File: config.mk
export PLATFORM = sky130hd
export DESIGN_NAME = tff_bank_arbiter_flat
export DESIGN_NICKNAME = d
export VERILOG_FILES = /design/src/rtl/tff_bank_arbiter_if.sv /design/src/rtl/tff_bank_arbiter.sv /design/src/flat_wrapper.sv
export SDC_FILE = /design/constraint.sdc
export NUM_CORES = 1
export LEC_CHECK = 0
export CAP_MARGIN = 10
export CORE_AREA = 2 2 64 66
export DETAILED_ROUTE_END_ITERATION = 8
export DIE_AREA = 0 0 66 68
export PLACE_DENSITY = 0.62
export SYNTH_ARGS = -nofsm -noshare
export SYNTH_HDL_FRONTEND = slang
export SYNTH_SLANG_ARGS = --single-unit
File: constraint.sdc
create_clock -name clk -period 2 [get_ports clk]
set_input_delay 0.6 -clock clk [delete_from_list [all_inputs] [get_ports clk]]
set_output_delay 0.6 -clock clk [all_outputs]
set_load 0.01 [all_outputs]
File: src/rtl/tff_bank_arbiter_if.sv
// Bus bundle for tff_bank_arbiter: requests, toggle masks, clear, grant and bank state.
// The lock vector exists only when TFF_ARB_LOCK_EN is defined.
interface tff_bank_arbiter_if #(
  parameter int unsigned N = 4,
  parameter int unsigned W = 8
);
  logic [N-1:0]   req;
  logic [N*W-1:0] mask;
  logic           clr;
  logic [N-1:0]   gnt;
  logic [W-1:0]   q;
  logic [W-1:0]   qbar;
  logic           busy;
`ifdef TFF_ARB_LOCK_EN
  logic [N-1:0]   lock;

  modport master (
    output req, mask, clr, lock,
    input  gnt, q, qbar, busy
  );
  modport slave (
    input  req, mask, clr, lock,
    output gnt, q, qbar, busy
  );
`else
  modport master (
    output req, mask, clr,
    input  gnt, q, qbar, busy
  );
  modport slave (
    input  req, mask, clr,
    output gnt, q, qbar, busy
  );
`endif
endinterface

File: src/rtl/tff_bank_arbiter.sv
// Round-robin arbiter sharing one W-bit T flip-flop bank between N requesters.
// Define TFF_ARB_LOCK_EN to add per-requester lock (winner keeps the bank while locked).
module tff_bank_arbiter #(
  parameter int unsigned N = 4,
  parameter int unsigned W = 8
) (
  input logic               clk,
  input logic               rst,
  tff_bank_arbiter_if.slave bus
);
  localparam int unsigned PtrW = $clog2(N);
  typedef logic [PtrW-1:0] idx_t;

`ifdef TFF_ARB_LOCK_EN
  typedef enum logic [1:0] {StIdle, StGrant, StLock} state_e;
`else
  typedef enum logic [1:0] {StIdle, StGrant} state_e;
`endif

  state_e         state_q, state_d;
  logic [N-1:0]   gnt_q, gnt_d;
  logic [W-1:0]   q_q, q_d;
  idx_t           ptr_q, ptr_d;
  logic [W-1:0]   mask_arr [N];
  logic [N-1:0]   elig;
  logic           found;
  idx_t           win;
  idx_t           win_next;
`ifdef TFF_ARB_LOCK_EN
  idx_t           lock_w_q, lock_w_d;
`endif

  always_comb begin
    for (int unsigned i = 0; i < N; i++) begin
      mask_arr[i] = bus.mask[i*W +: W];
    end
  end

  // Last cycle's winner sits out one cycle so a held req toggles once per gnt pulse.
  assign elig = bus.req & ~gnt_q;

  always_comb begin
    found = 1'b0;
    win   = '0;
    for (int unsigned k = 0; k < N; k++) begin
      if (!found && elig[idx_t'((ptr_q + k) % N)]) begin
        found = 1'b1;
        win   = idx_t'((ptr_q + k) % N);
      end
    end
    win_next = (win == idx_t'(N - 1)) ? '0 : win + 1'b1;
  end

  always_comb begin
    state_d = state_q;
    gnt_d   = '0;
    q_d     = q_q;
    ptr_d   = ptr_q;
`ifdef TFF_ARB_LOCK_EN
    lock_w_d = lock_w_q;
`endif
    if (bus.clr) begin
      q_d     = '0;
      state_d = StIdle;
    end
`ifdef TFF_ARB_LOCK_EN
    else if (state_q == StLock) begin
      // ptr already points past the locked winner; leaving only drops the grant.
      if (bus.req[lock_w_q] && bus.lock[lock_w_q]) begin
        gnt_d = gnt_q;
        q_d   = q_q ^ mask_arr[lock_w_q];
      end else begin
        state_d = StIdle;
      end
    end
`endif
    else if (found) begin
      gnt_d   = N'(1) << win;
      q_d     = q_q ^ mask_arr[win];
      ptr_d   = win_next;
      state_d = StGrant;
`ifdef TFF_ARB_LOCK_EN
      lock_w_d = win;
      if (bus.lock[win]) state_d = StLock;
`endif
    end else begin
      state_d = StIdle;
    end
  end

  always_ff @(posedge clk or posedge rst) begin
    if (rst) begin
      state_q <= StIdle;
      gnt_q   <= '0;
      q_q     <= '0;
      ptr_q   <= '0;
`ifdef TFF_ARB_LOCK_EN
      lock_w_q <= '0;
`endif
    end else begin
      state_q <= state_d;
      gnt_q   <= gnt_d;
      q_q     <= q_d;
      ptr_q   <= ptr_d;
`ifdef TFF_ARB_LOCK_EN
      lock_w_q <= lock_w_d;
`endif
    end
  end

  assign bus.gnt  = gnt_q;
  assign bus.q    = q_q;
  assign bus.qbar = ~q_q;
  assign bus.busy = (state_q != StIdle);

endmodule

File: src/flat_wrapper.sv
// flat-port wrapper written by rule: the top's interface ports become plain ports
module tff_bank_arbiter_flat 
#(
  parameter int unsigned N = 4,
  parameter int unsigned W = 8
)
  (clk, rst, bus_req, bus_mask, bus_clr, bus_gnt, bus_q, bus_qbar, bus_busy);
  tff_bank_arbiter_if #(.N(N), .W(W)) bus_i ();
  input logic clk;
  input logic rst;
  input wire logic [$bits(bus_i.req)-1:0] bus_req;
  input wire logic [$bits(bus_i.mask)-1:0] bus_mask;
  input wire logic [$bits(bus_i.clr)-1:0] bus_clr;
  output wire logic [$bits(bus_i.gnt)-1:0] bus_gnt;
  output wire logic [$bits(bus_i.q)-1:0] bus_q;
  output wire logic [$bits(bus_i.qbar)-1:0] bus_qbar;
  output wire logic [$bits(bus_i.busy)-1:0] bus_busy;
  assign bus_i.req = bus_req;
  assign bus_i.mask = bus_mask;
  assign bus_i.clr = bus_clr;
  assign bus_gnt = bus_i.gnt;
  assign bus_q = bus_i.q;
  assign bus_qbar = bus_i.qbar;
  assign bus_busy = bus_i.busy;
  tff_bank_arbiter #(.N(N), .W(W)) u_core (.clk(clk), .rst(rst), .bus(bus_i));
endmodule
# --- Word level (Yosys, flattened, before mapping) ---
# Cells that the tools add are included.
totals:
  mem_count: 0
  out_inout_bits: 21
  register_bits: 16
  mem_bits_rw: 0
  romBits: 0
  latchBits: 0
classes:
  n_reduce_logical: 9
  order_cmp: 5
  multipliers: 0
  mux: 26
  shift: 1
  eq_ne: 1
  n_div: 0
  addsub: 4
  bitwise: 6
op_table:
  columns: ["cell", "n"]
  rows:
  - ["$mux W8", 4]
  - ["$bmux W8 S2", 1]
  - ["$lt A2 B3 Y1 const B", 4]
  - ["$mux W2", 6]
  - ["$mux W1", 9]
  - ["$bmux W1 S2", 4]
  - ["$mux W4", 2]
  - ["$not A8 Y8", 1]
  - ["$xor A8 B8 Y8", 1]
  - ["$add A2 B1 Y2 const B", 2]
  - ["$add A2 B2 Y2 const B", 2]
  - ["$and A4 B4 Y4", 1]
  - ["$not A4 Y4", 1]
  - ["$reduce_bool A2 Y1", 2]
  - ["$shl A1 B2 Y4 const A", 1]
  - ["$ge A3 B3 Y1 const B", 1]
  - ["$logic_and A1 B1 Y1", 3]
  - ["$logic_not A1 Y1", 3]
  - ["$not A2 Y3", 1]
  - ["$eq A2 B2 Y1 const B", 1]
  - ["$reduce_and A2 Y1", 1]
  - ["$not A1 Y1", 1]

# --- Depth between registers and ports, before layout ---
logic_depth:
  word_depth: 21
  ltp_mapped: 8
  ltp_nobuf: 7

# --- Worst setup path before layout ---
# OpenSTA, ideal clock, no wires.
synth_timing:
  kind: "input to register"
  from: "in bus_req[3]"
  to: "reg u_core.q_q[0] (netlist: u_core.bus.q[0])"
  path_slack_ps: -57
  cell_stages: 8
  arrival_ps: 1929
  path_cell_list: "nor2b_4 -> a21oi_1 -> a211oi_2 -> buf_6 -> buf_12 -> mux2i_1 -> o22ai_1 -> mux2_1"
synth_between:
  elab_chain_cells: 20
synth_lines:
  columns: ["element", "line_no", "source"]
  rows:
  - ["start: declaration", "flat_wrapper.sv:11", "input wire logic [$bits(bus_i.req)-1:0] bus_req;"]
  - ["$and A4 B4 Y4 (*)", "tff_bank_arbiter.sv:40", "assign elig = bus.req & ~gnt_q;"]
  - ["$bmux W1 S2", "tff_bank_arbiter.sv:46", "if (!found && elig[idx_t'((ptr_q + k) % N)]) begin"]
  - ["$mux W1 (not written as such)", "tff_bank_arbiter.sv:46", null]
  - ["$mux W1", "tff_bank_arbiter.sv:46", null]
  - ["$logic_not A1 Y1", "tff_bank_arbiter.sv:46", null]
  - ["$logic_and A1 B1 Y1", "tff_bank_arbiter.sv:46", null]
  - ["$mux W1", "tff_bank_arbiter.sv:46", null]
  - ["$logic_not A1 Y1", "tff_bank_arbiter.sv:46", null]
  - ["[... 3 more ...]", null, null]
  - ["$logic_and A1 B1 Y1", "tff_bank_arbiter.sv:46", null]
  - ["$mux W2", "tff_bank_arbiter.sv:46", null]
  - ["$not A2 Y3 (not written as such)", "tff_bank_arbiter.sv:79", "q_d = q_q ^ mask_arr[win];"]
  - ["$bmux W8 S2", "tff_bank_arbiter.sv:79", null]
  - ["$mux W8 (not written as such) (2 in a row)", "tff_bank_arbiter.sv:79", null]
  - ["$xor A8 B8 Y8", "tff_bank_arbiter.sv:79", null]
  - ["$mux W8", "tff_bank_arbiter.sv:77", "else if (found) begin"]
  - ["$mux W8", "tff_bank_arbiter.sv:62", "if (bus.clr) begin"]
  - ["end signal: assignment", "tff_bank_arbiter.sv:103", "q_q <= q_d;"]
  - ["end: declaration", "tff_bank_arbiter.sv:22", "logic [W-1:0] q_q, q_d;"]
# Mark *: on every way between the ends. The rest lies on a longest branch, timed or not. The select of a mux whose other input is x is not followed.
# A chain may end at the register's enable or synchronous reset.

# --- Final worst setup path ---
layout_timing:
  from: "in bus_req[0]"
  to: "reg u_core.q_q[7] (netlist: u_core.bus.q[7])"
# Same word-level chain as after synthesis.

==> reports/metrics.csv <==
stage,metric,value,unit
routing,routed_wl,3140,um
setup_path,cp_slowest_stage_delay,310,ps
floorplan,fp-row-count,23,
worst_hold_path,hold_start,u_core.ptr_q[1]$_DFFE_PP0P_,
clock_tree,clock-sinks,15,
sta,timing.final.crit_share,1.01,
layout,final_core_util,0.531,
synth,ys_warn_count,0,
sta,clock-skew-final,0.552,ps
pwr,vdd_drop_max,0.000620,V
routing,route.detailed.drc,0,
sta,tightest_slew,572,ps
sta,fin_ws,-14.8,ps
sta,hold_viol,0,
grt,grt_pass1_wl,4890,um
grt,grt_util_met3,0.0247,
clock_tree,cts_max_level,1,
synth,avgSynthCellArea,9.76,um2
clock_tree,clk_pin_slew,60,ps
setup_path,path_cells,"buf_2, nand3b_1, nand3_2, a211oi_4, buf_12, buf_12, mux2i_1, o22ai_1, mux2_4",
grt,grt_usage,0.142,
grt,gr-total-overflow,0,
setup_path,r2r_slack,20,ps
status,run_status,"complete, but fails checks",
floorplan,initial_core_util,0.281,
synth,synth_top_area_frac,0.346,
grt,grt_util_met1,0.156,
place,routabilityCongestion,0.836,
worst_hold_path,whs_endpoint,u_core.ptr_q[1]$_DFFE_PP0P_,
setup_path,rr_worst_depth,8,
place,dp_cells,231,
worst_hold_path,min_path_cells,1,
synth,ys.flop_type,dfrtp_1,
floorplan,top_level_ports,60,
routing,ant_nets,0,
routing,wl_per_cell,12.7,um
sta,slew_headroom,0.618,
setup_path,crit_fanout,6,
sta,slew_violations,0,
layout,drive_gt1_frac,0.260,
run,maxCapViolCount,0,
pwr,p_per_area,1310,nW/um2
worst_hold_path,hold_class,reg -> reg,
grt,grt_use_met2,0.280,
layout,stdcell_count,246,
setup_path,worstSetupEndpointType,flip-flop,
synth,synth_enable_flop_cells,0,
synth,synth_most_common_cell,nor2_1,
setup_path,crit_arrival,2140,ps
floorplan,core_area,3860,um2
sta,rsz0062_at_grt,yes,
layout,seq_area,377,um2
setup_path,path_buf_inv,3,
synth,netlist_instances,111,
clock_tree,ctsHoldBuffers,0,
pwr,leakage,0.945,nW
synth,synthTopCellsByCount,"nor2_1 (18), mux2i_1 (16), dfrtp_1 (15)",
synth,yosysTopAreaCell,dfrtp_1,
layout,final_net_count,240,
floorplan,die_y,68,um
sta,fin_crit,2010,ps
layout,multi_input_area,677,um2
synth,ys_ff_latch,15,
sta,finalSetupViolCount,3,
synth,synthArstFlopShare,1.00,
layout,n_fill_cell,356,
place,port_buffers,59,
place,dp_slack,-651,ps
setup_path,worstSetupPathType,in -> reg,
sta,fmax,496,MHz
grt,busiest_layer,met2,
routing,firstDrtPassIters,4,
setup_path,crit-reg2reg-launch,u_core.bus.gnt[2]$_DFF_PP0_,
routing,drt_iter0_drc,35,
floorplan,die_w,66,um
pwr,finalPower,2.69,mW
clock_tree,clockRootBuffer,clkbuf_8,
setup_path,crit_top_cell,buf_12,
routing,via_count,1117,
clock_tree,clk_latency,240,ps
grt,antenna_found_initial,0,
setup_path,critPathTopFamily,multiplexers,
status,violations,negative setup slack,
grt,grt_max_degree,17,
floorplan,die-area,4490,um2
synth,syn_nets,154,
place,hpwl,2460,um
grt,first_global_vias,1145,
synth,netlist_area,1080,um2
synth,synth_area_leaders,"dfrtp_1 (35%), mux2i_1 (15%), mux2_1 (8.3%)",
setup_path,r2r-end,u_core.bus.q[7]$_DFFE_PP0P_,
synth,yosysSeqAreaShare,0.346,
setup_path,cp_data_required_time,2130,ps
clock_tree,cts_buffer_depth,2,
clock_tree,cts_buffers,3,
routing,via_per_inst,4.54,
clock_tree,cts_tree,yes,
layout,antenna_cells,0,
setup_path,crit_slowest_cell,a211oi_4,
setup_path,startpoint_type,input port,
layout,syn2layout_area_growth,89.0,%
synth,synth.distinct_cells,29,
## registers in the layout (all words and copies together) (netlist names)
name / count
u_core.bus.q: 8
u_core.ptr_q: 2
u_core.state_q: 1
u_core.bus.gnt: 4
## cells in the final DEF (no fill, tap or decap), drive strengths merged, types with 2 or more instances in the layout
master / count
o22ai: 8
clkbuf: 3
nor2: 18
dfrtp: 15
ha: 4
a21oi: 2
nor2b: 3
o21ai: 2
inv: 12
mux2: 9
nand2b: 3
a211oi: 2
clkdlybuf4s50: 54
and2: 4
buf: 32
mux2i: 16
## per-stage QoR
stage / hold slack (ps) / area (um2) / TNS (ps)
6_report: 560 / 2050 / -26.6
3_3_place_gp: 586 / 1870 / -6370
2_1_floorplan: 501 / 1100 / -236
5_1_grt: 582 / 2050 / -783
4_1_cts: 644 / 1990 / -8.85
3_5_place_dp: 588 / 1870 / -7070
## final cells by class
type,instances,share of cell area
inverter,12,0.0220
sequential,15,0.184
clock buffer,3,0.0202
clock inverter,1,0.00244
timing repair buffer,86,0.411
multi-input combinational,79,0.330
tap,50,0.0305
## where the power goes
group	switching (mW)	leakage, nW	internal [mW]	total [mW]
clock	0.106	0.0255	0.138	0.244
combinational	0.764	0.727	1.14	1.90
sequential	0.110	0.193	0.431	0.541
total	0.980	0.945	1.71	2.69
## cells by family after synthesis
group / after synthesis / share of synthesized area
compound gates: 18 / 0.124
fa+ha+maj: 4 / 0.0462
buf+inv: 17 / 0.0820
flops: 15 / 0.346
mux: 25 / 0.241
simple gates: 32 / 0.161
## worst max-delay path by stage
stage | start | end | slack (ps) | depth (start not counted)
after CTS | u_core.bus.gnt[2]$_DFF_PP0_ | u_core.bus.q[2]$_DFFE_PP0P_ | -9 | 8
final | bus_req[0] | u_core.bus.q[7]$_DFFE_PP0P_ | -10 | 9
after floorplan | bus_req[2] | u_core.bus.q[0]$_DFFE_PP0P_ | -30 | 8
after global routing | bus_req[0] | u_core.bus.q[3]$_DFFE_PP0P_ | -120 | 8
after detailed placement | bus_req[2] | u_core.bus.q[2]$_DFFE_PP0P_ | -650 | 8
after global placement | bus_req[2] | u_core.bus.q[6]$_DFFE_PP0P_ | -560 | 8
## metal layers
layer  vias up  part of all wire
met1       522              0.39
li1        548                 -
met3         4             0.062
met2        43              0.54
met5         -                 0
met4         0            0.0089
## repair_timing
action | CTS | global route
pin swaps | 5 | 8
gates resized for setup | 22 | 9
setup endpoints to repair | 13 | 9
setup buffers | 7 | 5
Power figures use the tool's default switching activity.
